File: src/rtl/uart_pkg.sv
// uart_pkg: shared state type and frame helpers for the buffered UART transmitter.
// Build option: define UART_TX_PARITY_EN to add one parity bit to every frame.
package uart_pkg;

`ifdef UART_TX_PARITY_EN
  localparam int unsigned PARITY_BITS = 1;

  typedef enum logic [2:0] {
    IDLE   = 3'd0,
    START  = 3'd1,
    DATA   = 3'd2,
    PARITY = 3'd3,
    STOP   = 3'd4
  } tx_state_e;
`else
  localparam int unsigned PARITY_BITS = 0;

  typedef enum logic [2:0] {
    IDLE  = 3'd0,
    START = 3'd1,
    DATA  = 3'd2,
    STOP  = 3'd4
  } tx_state_e;
`endif

  // Line bits in one frame: start + data + optional parity + stop.
  function automatic int unsigned frame_bits(input int unsigned data_bits,
                                             input int unsigned parity_bits,
                                             input int unsigned stop_bits);
    return 1 + data_bits + parity_bits + stop_bits;
  endfunction

endpackage

File: src/rtl/uart_tx_buf_sync_fifo.sv
// sync_fifo: single-clock FIFO with show-ahead read data and an occupancy count.
// A push while full is dropped even if a pop happens in the same cycle.
module sync_fifo #(
  parameter int unsigned WIDTH = 8,
  parameter int unsigned DEPTH = 16
) (
  input  logic                     clk,
  input  logic                     rst,
  input  logic                     push_i,
  input  logic [WIDTH-1:0]         wdata_i,
  input  logic                     pop_i,
  output logic [WIDTH-1:0]         rdata_o,
  output logic                     full_o,
  output logic                     empty_o,
  output logic [$clog2(DEPTH):0]   level_o
);

  localparam int unsigned AW = $clog2(DEPTH);

  logic [WIDTH-1:0] mem_q [DEPTH];
  logic [AW-1:0]    wr_ptr_q;
  logic [AW-1:0]    rd_ptr_q;
  logic [AW:0]      level_q;
  logic             push_ok;
  logic             pop_ok;

  assign full_o  = (level_q == (AW+1)'(DEPTH));
  assign empty_o = (level_q == '0);
  assign push_ok = push_i && !full_o;
  assign pop_ok  = pop_i && !empty_o;
  assign rdata_o = mem_q[rd_ptr_q];
  assign level_o = level_q;

  // Storage array; contents need no reset because the level gates every read.
  always_ff @(posedge clk) begin
    if (push_ok) begin
      mem_q[wr_ptr_q] <= wdata_i;
    end
  end

  // Pointers wrap naturally since DEPTH is a power of two.
  always_ff @(posedge clk) begin
    if (rst) begin
      wr_ptr_q <= '0;
      rd_ptr_q <= '0;
      level_q  <= '0;
    end else begin
      if (push_ok) begin
        wr_ptr_q <= wr_ptr_q + 1'b1;
      end
      if (pop_ok) begin
        rd_ptr_q <= rd_ptr_q + 1'b1;
      end
      unique case ({push_ok, pop_ok})
        2'b10:   level_q <= level_q + 1'b1;
        2'b01:   level_q <= level_q - 1'b1;
        default: level_q <= level_q;
      endcase
    end
  end

endmodule

File: src/rtl/uart_tx_buf.sv
// uart_tx_buf: UART transmitter fed by a FIFO. Frames are start, DATA_BITS data
// bits LSB first, optional parity, STOP_BITS stop bits; each bit lasts
// FREQ/RATE clocks. Queued words go out back to back with no idle gap.
// Build option: UART_TX_PARITY_EN inserts a parity bit (odd when PARITY_ODD=1).
module uart_tx_buf
  import uart_pkg::*;
#(
  parameter int unsigned FREQ       = 50_000_000,
  parameter int unsigned RATE       = 115_200,
  parameter int unsigned DATA_BITS  = 8,
  parameter int unsigned STOP_BITS  = 1,
  parameter int unsigned FIFO_DEPTH = 16,
  parameter int unsigned PARITY_ODD = 0
) (
  input  logic                          clk,
  input  logic                          rst,
  input  logic [DATA_BITS-1:0]          i_data,
  input  logic                          i_valid,
  output logic                          o_ready,
  output logic                          o_tx,
  output logic                          o_busy,
  output logic [$clog2(FIFO_DEPTH):0]   o_level
);

  localparam int unsigned DIV        = FREQ / RATE;
  localparam int unsigned CNT_W      = (DIV > 1) ? $clog2(DIV) : 1;
  localparam int unsigned FRAME_BITS = frame_bits(DATA_BITS, PARITY_BITS, STOP_BITS);
  localparam int unsigned IDX_W      = $clog2(FRAME_BITS);

  localparam logic [CNT_W-1:0] CNT_RELOAD = CNT_W'(DIV - 1);
  localparam logic [IDX_W-1:0] LAST_DATA  = IDX_W'(DATA_BITS - 1);
  localparam logic [IDX_W-1:0] LAST_STOP  = IDX_W'(STOP_BITS - 1);

  // Elaboration-time parameter sanity checks.
  if (DATA_BITS < 5 || DATA_BITS > 8) begin : g_chk_data_bits
    $error("uart_tx_buf: DATA_BITS must be 5..8");
  end
  if (STOP_BITS < 1 || STOP_BITS > 2) begin : g_chk_stop_bits
    $error("uart_tx_buf: STOP_BITS must be 1 or 2");
  end
  if (FIFO_DEPTH < 2 || (FIFO_DEPTH & (FIFO_DEPTH - 1)) != 0) begin : g_chk_depth
    $error("uart_tx_buf: FIFO_DEPTH must be a power of two, at least 2");
  end
  if (PARITY_ODD > 1) begin : g_chk_parity
    $error("uart_tx_buf: PARITY_ODD must be 0 or 1");
  end
  if (DIV < 1) begin : g_chk_div
    $error("uart_tx_buf: FREQ/RATE must be at least 1");
  end

  tx_state_e             state_q, state_d;
  logic [CNT_W-1:0]      cnt_q, cnt_d;
  logic [IDX_W-1:0]      idx_q, idx_d;
  logic [DATA_BITS-1:0]  shreg_q, shreg_d;
  logic                  tx_q, tx_d;
  logic                  avail_q;
  logic                  bit_end;
  logic                  start_frame;
  logic                  fifo_pop;
  logic                  fifo_full;
  logic                  fifo_empty;
  logic [DATA_BITS-1:0]  fifo_rdata;
  logic [$clog2(FIFO_DEPTH):0] fifo_level;
`ifdef UART_TX_PARITY_EN
  logic                  par_q, par_d;
`endif

  sync_fifo #(
    .WIDTH (DATA_BITS),
    .DEPTH (FIFO_DEPTH)
  ) u_fifo (
    .clk     (clk),
    .rst     (rst),
    .push_i  (i_valid),
    .wdata_i (i_data),
    .pop_i   (fifo_pop),
    .rdata_o (fifo_rdata),
    .full_o  (fifo_full),
    .empty_o (fifo_empty),
    .level_o (fifo_level)
  );

  assign bit_end = (cnt_q == '0);

  // Next-state logic: baud countdown, bit index, shift register and FIFO pop.
  always_comb begin
    state_d     = state_q;
    cnt_d       = cnt_q;
    idx_d       = idx_q;
    shreg_d     = shreg_q;
    start_frame = 1'b0;
    fifo_pop    = 1'b0;
`ifdef UART_TX_PARITY_EN
    par_d       = par_q;
`endif
    unique case (state_q)
      IDLE: begin
        // avail_q lags the FIFO by one cycle, so an idle block starts a frame
        // two edges after the first write and a burst queues up meanwhile.
        start_frame = avail_q && !fifo_empty;
      end
      START: begin
        if (bit_end) begin
          state_d = DATA;
          cnt_d   = CNT_RELOAD;
          idx_d   = '0;
        end else begin
          cnt_d = cnt_q - 1'b1;
        end
      end
      DATA: begin
        if (bit_end) begin
          shreg_d = shreg_q >> 1;
          cnt_d   = CNT_RELOAD;
          if (idx_q == LAST_DATA) begin
            idx_d = '0;
`ifdef UART_TX_PARITY_EN
            state_d = PARITY;
`else
            state_d = STOP;
`endif
          end else begin
            idx_d = idx_q + 1'b1;
          end
        end else begin
          cnt_d = cnt_q - 1'b1;
        end
      end
`ifdef UART_TX_PARITY_EN
      PARITY: begin
        if (bit_end) begin
          state_d = STOP;
          cnt_d   = CNT_RELOAD;
          idx_d   = '0;
        end else begin
          cnt_d = cnt_q - 1'b1;
        end
      end
`endif
      STOP: begin
        if (bit_end) begin
          if (idx_q == LAST_STOP) begin
            if (!fifo_empty) begin
              start_frame = 1'b1;
            end else begin
              state_d = IDLE;
              cnt_d   = '0;
              idx_d   = '0;
            end
          end else begin
            idx_d = idx_q + 1'b1;
            cnt_d = CNT_RELOAD;
          end
        end else begin
          cnt_d = cnt_q - 1'b1;
        end
      end
      default: begin
        state_d = IDLE;
        cnt_d   = '0;
        idx_d   = '0;
      end
    endcase

    if (start_frame) begin
      fifo_pop = 1'b1;
      shreg_d  = fifo_rdata;
      state_d  = START;
      cnt_d    = CNT_RELOAD;
      idx_d    = '0;
`ifdef UART_TX_PARITY_EN
      par_d    = (^fifo_rdata) ^ 1'(PARITY_ODD);
`endif
    end
  end

  // Line level for the upcoming state, registered so o_tx tracks state_q.
  always_comb begin
    tx_d = 1'b1;
    unique case (state_d)
      START:   tx_d = 1'b0;
      DATA:    tx_d = shreg_d[0];
`ifdef UART_TX_PARITY_EN
      PARITY:  tx_d = par_d;
`endif
      default: tx_d = 1'b1;
    endcase
  end

  // Transmitter state registers.
  always_ff @(posedge clk) begin
    if (rst) begin
      state_q <= IDLE;
      cnt_q   <= '0;
      idx_q   <= '0;
      shreg_q <= '0;
      tx_q    <= 1'b1;
      avail_q <= 1'b0;
    end else begin
      state_q <= state_d;
      cnt_q   <= cnt_d;
      idx_q   <= idx_d;
      shreg_q <= shreg_d;
      tx_q    <= tx_d;
      avail_q <= !fifo_empty;
    end
  end

`ifdef UART_TX_PARITY_EN
  // Parity of the word in flight, captured when it leaves the FIFO.
  always_ff @(posedge clk) begin
    if (rst) begin
      par_q <= 1'b0;
    end else begin
      par_q <= par_d;
    end
  end
`endif

  assign o_ready = !fifo_full;
  assign o_tx    = tx_q;
  assign o_busy  = (state_q != IDLE) || !fifo_empty;
  assign o_level = fifo_level;

endmodule

File: config.mk
export PLATFORM = sky130hd
export DESIGN_NAME = uart_tx_buf
export DESIGN_NICKNAME = d
export VERILOG_FILES = /design/src/rtl/uart_pkg.sv /design/src/rtl/uart_tx_buf_sync_fifo.sv /design/src/rtl/uart_tx_buf.sv
export SDC_FILE = /design/constraint.sdc
export NUM_CORES = 1
export LEC_CHECK = 0
export BUFFER_PORTS_ARGS = -buffer_cell sky130_fd_sc_hd__buf_2
export CAP_MARGIN = 10
export CELL_PAD_IN_SITES_DETAIL_PLACEMENT = 1
export CELL_PAD_IN_SITES_GLOBAL_PLACEMENT = 2
export CORE_ASPECT_RATIO = 0.6
export CORE_MARGIN = 2
export CORE_UTILIZATION = 45
export DETAILED_ROUTE_END_ITERATION = 7
export PLACE_DENSITY_LB_ADDON = 0.05
export SKIP_LAST_GASP = 1
export SYNTH_ARGS = -nofsm -noshare
export SYNTH_HDL_FRONTEND = slang
export SYNTH_SLANG_ARGS = --single-unit
File: constraint.sdc
create_clock -name clk -period 4.22 [get_ports clk]
set_input_delay 0.211 -clock clk [delete_from_list [all_inputs] [get_ports clk]]
set_output_delay 0.211 -clock clk [all_outputs]
set_load 0.1 [all_outputs]
==> impl_metrics.env, run 1 <==
export IMPL_root_buffer="clkbuf_16"
export IMPL_cts_tree="yes"
export IMPL_crit_slowest_cell="or4b_4"
export IMPL_path_clk_slew_ns=0.08
export IMPL_cts_repair_resized=0
export IMPL_routed_via_density=6.04
export IMPL_synth_most_common_cell="edfxtp_1"
export IMPL_core_area_um2=16100
export IMPL_finalHoldViolCount=0
export IMPL_r2r_end="u_fifo.level_o[4]"
export IMPL_p_leak_nw=2.68
export IMPL_gp_routability_congestion=0.858
export IMPL_required_ns=4.50
export IMPL_vdd_ir_drop_max_v=0.000301
export IMPL_hold_path_end="u_fifo.level_o[3]"
export IMPL_die_area_um2=17500
export IMPL_rrSetupSlack_ns=0.38
export IMPL_syn_cell_area_um2=7380
export IMPL_regArea_um2=4710
export IMPL_critical_path_top_delay_family="compound AO/OA/AOI/OAI gates"
export IMPL_ant_nets=0
export IMPL_wl_um=18100
export IMPL_insertion_delay_ns=0.42
export IMPL_whs_ns=0.157
export IMPL_arrival_ns=4.12
export IMPL_maxSlewViolCount=0
export IMPL_fin_crit_ns=3.84
export IMPL_rsz0062_at_grt="no"
export IMPL_drt_pass1_iterations=5
export IMPL_clock_path_buffers=2
export IMPL_synth_area_leaders="edfxtp_1 52%, mux4_2 12%, dfxtp_1 12%"
export IMPL_fmaxAchievable_mhz=260
export IMPL_grt_pass1_wl_um=27800
export IMPL_drive_above_1_share_pct=21.9
export IMPL_power_total_w=0.00567
export IMPL_worstMarginPinSlew_ns=1.03
export IMPL_port_buffers=18
export IMPL_hp_start="i_valid"
export IMPL_ys_seq_area_share_pct=63.7
export IMPL_die_h_um=103
export IMPL_syn_nets=532
export IMPL_diodes=0
export IMPL_ios=19
export IMPL_ys_warn_count=0
export IMPL_max_cap_violations=0
export IMPL_htreeDepth=4
export IMPL_placed_area_um2=7720
export IMPL_synth_top_area_share_pct=52.1
export IMPL_post_cts_buffers=0
export IMPL_area_growth_pct=12.6
export IMPL_vias=4551
export IMPL_overflow=0
export IMPL_skew_ns=0.0162
export IMPL_synthFlopType="edfxtp_1"
export IMPL_synth_largest_area_cell="edfxtp_1"
export IMPL_dieWidth_um=169
export IMPL_place_hpwl_um=12200
export IMPL_grt_max_degree=41
export IMPL_r2r_start="cnt_q[0]"
export IMPL_max_slew_margin_pct=31.2
export IMPL_initial_core_util_pct=45.8
export IMPL_postCtsHoldBufs=0
export IMPL_synth_seq_cells=171
export IMPL_n_fill_cell=1562
export IMPL_async_flop_share_pct=0
export IMPL_clock_sinks=171
export IMPL_end_kind="flip-flop"
export IMPL_setup_viol=0
export IMPL_p_per_area_nw_per_um2=682
export IMPL_cts_buffers=17
export IMPL_ys_types=62
export IMPL_crit_top_cell="ha_1"
export IMPL_final_util_pct=51.6
export IMPL_drt_iter0_drc=439
export IMPL_hold_depth=3
export IMPL_critPathMaxStageDelay_ns=0.53
export IMPL_synth_edf_count=128
export IMPL_synth_area_per_cell_um2=14.5
export IMPL_path_buf_inv=2
export IMPL_rows=36
export IMPL_multi_input_area_um2=2530
export IMPL_fin_crit_sh_pct=91.0
export IMPL_grt_pass1_vias=4406
export IMPL_crit_type="flip-flop to flip-flop"
export IMPL_grt_usage_pct=22.3
export IMPL_rr_worst_depth=14
export IMPL_nets=554
export IMPL_drc=0
export IMPL_postSynthCellCount=509
export IMPL_path_cells="inv_1, ha_1, or4b_4, nor4_4, o22ai_2, inv_2, ha_1, xor2_1, ha_1, o31ai_1, a2bb2oi_1, a2111oi_1, o31a_1, nor3_1"
export IMPL_critPathMaxFanout=8
export IMPL_antenna_found_initial=0
export IMPL_tns_ns=0
export IMPL_synth_common_cells="128 x edfxtp_1, 43 x dfxtp_1, 41 x nor2_1"
export IMPL_drt_wirelength_per_cell_um=24.0
export IMPL_hold_class="input port to flip-flop"
export IMPL_outcome="finished clean"
export IMPL_fin_area_um2=8320
export IMPL_critical_path_startpoint_type="flip-flop"
==> stage by stage <==
stage | worst slack [ns] | instances
3_3_place_gp | 0.562 | 721
4_1_cts | 0.298 | 753
2_1_floorplan | 0.405 | 509
3_5_place_dp | 0.313 | 721
6_report | 0.379 | 753
5_1_grt | 0.107 | 753
==> placed cells by master (no fill, tap or decap), drive strengths merged, types with 5 or more instances in the layout <==
cell type,Yosys,routed
a21oi,21,21
a311oi,7,7
a31oi,8,8
buf,9,31
clkbuf,19,17
clkinv,0,6
dfxtp,43,43
edfxtp,128,128
ha,12,12
inv,10,18
mux4,40,40
nand2,33,33
nand2b,8,8
nand3,16,16
nor2,42,42
nor2b,7,7
nor3,16,16
nor3b,6,6
nor4,5,5
o21ai,12,12
o22ai,6,6
or4,5,5
xor2,8,8
==> cell type report <==
cell class | instances | share of cell area (%)
flip-flops and latches | 171 | 56.6
multi-input cells | 300 | 30.4
clock buffers | 17 | 5.12
well taps | 209 | 3.14
repair buffers | 31 | 2.26
clock inverters | 15 | 2.05
inverters | 10 | 0.451
==> tightest hold or removal path: cells and delay by family <==
kind	cells	cell delay [ns]
AOI/OAI and AO/OA	2	0.22
buffers and inverters	1	0.11
==> worst max path at each step <==
stage	slack, ns	end	cells past startpoint	startpoint
finish	0.38	u_fifo.level_o[4]	14	cnt_q[0]
global placement	0.56	u_fifo.level_o[4]	14	cnt_q[0]
global route	0.11	u_fifo.level_o[4]	14	cnt_q[0]
floorplan	0.40	u_fifo.level_o[2]	11	u_fifo.level_o[1]
CTS	0.30	u_fifo.level_o[4]	14	cnt_q[0]
detailed placement	0.31	u_fifo.level_o[4]	14	cnt_q[0]
==> per-layer routing <==
layer / GRT usage, % / share of wire, % / wire, um
met3: 4.87 / 6.6 / 1200
met4: 5.65 / 1.2 / 209
met2: 29.7 / 40 / 7140
met5: 0 / 0 / 0
met1: 36.4 / 53 / 9520
==> power breakdown <==
part | switching (W) | internal, W | total (W)
registers | 0.000207 | 0.00194 | 0.00214
logic | 0.00130 | 0.000656 | 0.00196
clock network | 0.000767 | 0.000800 | 0.00157
total | 0.00228 | 0.00339 | 0.00567
==> logic make-up (layout without fill, tap and decap cells) <==
kind of cell	Yosys count	after routing	synth area share (%)
compound gates	78	78	7.14
xor+xnor	11	11	1.31
simple gates	157	157	11.3
fa+ha+maj	12	12	2.03
buf+inv	38	73	2.05
flops	171	171	63.7
mux	42	42	12.5
==> flip-flops by register name, indices dropped and copies added, names as in the netlist, named ones only <==
| register | flops |
|---|---|
| u_fifo.level_o | 5 |
| u_fifo.mem_q | 128 |
| u_fifo.rd_ptr_q | 4 |
| cnt_q | 9 |
| avail_q | 1 |
| u_fifo.wr_ptr_q | 4 |
| state_q | 3 |
| o_tx | 1 |
| shreg_q | 8 |
| idx_q | 4 |
No activity file was read; power rests on OpenSTA's default activity.
==> run 2, diff against run 1 <==
--- a/config.mk
+++ b/config.mk
@@ -14,6 +14,7 @@
 export CORE_UTILIZATION = 45
 export DETAILED_ROUTE_END_ITERATION = 7
 export PLACE_DENSITY_LB_ADDON = 0.05
+export RECOVER_POWER = 25
 export SKIP_LAST_GASP = 1
 export SYNTH_ARGS = -nofsm -noshare
 export SYNTH_HDL_FRONTEND = slang
==> run 2 against run 1 <==
Clock power about the same. Sequential power about the same. Largest power group unchanged. First-iteration DRC count is the same. Total power is essentially flat. Via count increased by 0.24%. Global-route usage is the same. Design area hardly changed. Die area unchanged. Highest routed layer unchanged. Utilization is essentially flat.
==> impl_metrics.env, run 2 (synthesized netlist as in run 1, its figures left out) <==
export IMPL_rows=36
export IMPL_critical_path_startpoint_type="flip-flop"
export IMPL_drt_pass1_iterations=5
export IMPL_largest_register_ffs=128
export IMPL_drc=0
export IMPL_wl_um=18100
export IMPL_dp_slack_ns=0.313
export IMPL_rr_worst_depth=14
export IMPL_grtUsageMet2_pct=29.7
export IMPL_grt_pass1_vias=4406
export IMPL_overflow=0
export IMPL_vias=4562
export IMPL_ios=19
export IMPL_place_hpwl_um=12200
export IMPL_setup_viol=0
export IMPL_p_leak_nw=2.66
export IMPL_arrival_ns=4.11
export IMPL_fmaxAchievable_mhz=261
export IMPL_maxSlewViolCount=0
export IMPL_root_buffer="clkbuf_16"
export IMPL_mostFrequentLayoutCell="edfxtp_1"
export IMPL_met1_usage_pct=36.4
export IMPL_hold_depth=3
export IMPL_grt_pass1_wl_um=27800
export IMPL_nets=554
export IMPL_tns_ns=0
export IMPL_cts_buffers=17
export IMPL_clock_path_buffers=2
export IMPL_required_ns=4.50
export IMPL_power_total_w=0.00567
export IMPL_fin_crit_ns=3.83
export IMPL_die_area_um2=17500
export IMPL_top_register="u_fifo.mem_q"
export IMPL_die_h_um=103
export IMPL_routed_via_density=6.06
export IMPL_port_buffers=18
export IMPL_hold_class="input port to flip-flop"
export IMPL_postCtsHoldBufs=0
export IMPL_end_kind="flip-flop"
export IMPL_grtUsageMet3_pct=4.87
export IMPL_core_area_um2=16100
export IMPL_finalHoldViolCount=0
export IMPL_skew_ns=0.0163
export IMPL_insertion_delay_ns=0.43
export IMPL_antenna_found_initial=0
export IMPL_max_cap_violations=0
export IMPL_dpl_cell_count=721
export IMPL_worstMarginPinSlew_ns=0.988
export IMPL_dieWidth_um=169
export IMPL_gp_routability_congestion=0.858
export IMPL_htreeDepth=4
export IMPL_fin_crit_sh_pct=90.8
export IMPL_top_usage_layer="met1"
export IMPL_cts_tree="yes"
export IMPL_vdd_ir_drop_max_v=0.000300
export IMPL_critPathMaxFanout=8
export IMPL_max_slew_margin_pct=33.9
export IMPL_diodes=0
export IMPL_layoutNonFillerInstCount=753
export IMPL_initial_core_util_pct=45.8
export IMPL_final_util_pct=51.5
export IMPL_outcome="finished clean"
export IMPL_area_growth_pct=12.5
export IMPL_drt_wirelength_per_cell_um=24.0
export IMPL_drive_above_1_share_pct=20.8
export IMPL_drt_iter0_drc=439
export IMPL_p_per_area_nw_per_um2=683
export IMPL_fin_ws_ns=0.390
export IMPL_rsz0062_at_grt="no"
export IMPL_grt_usage_pct=22.3
export IMPL_final_cell_mix="128 x edfxtp_1, 42 x dfxtp_1, 41 x nor2_1"
export IMPL_ant_nets=0
export IMPL_clock_sinks=171
export IMPL_path_clk_slew_ns=0.08
export IMPL_crit_type="flip-flop to flip-flop"
export IMPL_grt_max_degree=41
export IMPL_largestRegisters="u_fifo.mem_q x128, cnt_q x9, shreg_q x8"
run 2: critical path, cell delays in order, from the launching register on:
cell	delay, ns
dfxtp_1	0.36
inv_1	0.11
ha_1	0.21
or4b_4	0.53
nor4_4	0.48
o22ai_2	0.13
inv_2	0.19
ha_1	0.21
xor2_1	0.08
ha_1	0.27
o31ai_1	0.26
a2bb2oi_1	0.12
a2111oi_1	0.50
o31a_1	0.20
nor3_1	0.04
run 2: layer usage:
metal  up-vias  part of all wire, %  wire length (um)
met1      2347                   53              9540
met5         -                    0                 0
met2       148                   40              7160
met3        14                  6.6              1190
met4         0                 0.96               174
li1       2053                    -                 -
run 2: final timing paths:
| kind | startpoint | to | slack [ns] |
|---|---|---|---|
| worst max-delay path | cnt_q[0] | u_fifo.level_o[4] | 0.39 |
| worst min-delay path | i_valid | u_fifo.level_o[3] | 0.16 |
| worst max register to register | cnt_q[0] | u_fifo.level_o[4] | 0.39 |
| worst min register to register | shreg_q[7] | shreg_q[7] | 0.49 |
run 2: final cells by class:
cell class,count,area (um^2)
Tap cell,209,262
Inverter,10,37.5
Clock inverter,15,170
Timing Repair Buffer,31,180
Fill cell,1562,7820
Multi-Input combinational cell,300,2530
Sequential cell,171,4710
Clock buffer,17,425
run 2: per-stage QoR:
stage	cell area, um^2	hold WS, ns
floorplan	7380	0.310
global placement	7720	0.462
detailed placement	7720	0.469
CTS	8310	0.140
global route	8310	0.160
finish	8310	0.157
run 2: timing repair:
item | 4_1_cts | 5_1_grt
endpoints found under the setup margin | 0 | 1
gates resized for setup | 0 | 1
setup buffers | 0 | 0
run 2: where the power goes:
part           switching (W)  internal, W  leakage (nW)  total, W
clock               0.000768     0.000800         0.288   0.00157
combinational        0.00131     0.000655         0.868   0.00196
sequential          0.000206      0.00194          1.51   0.00214
total                0.00228      0.00339          2.66   0.00567
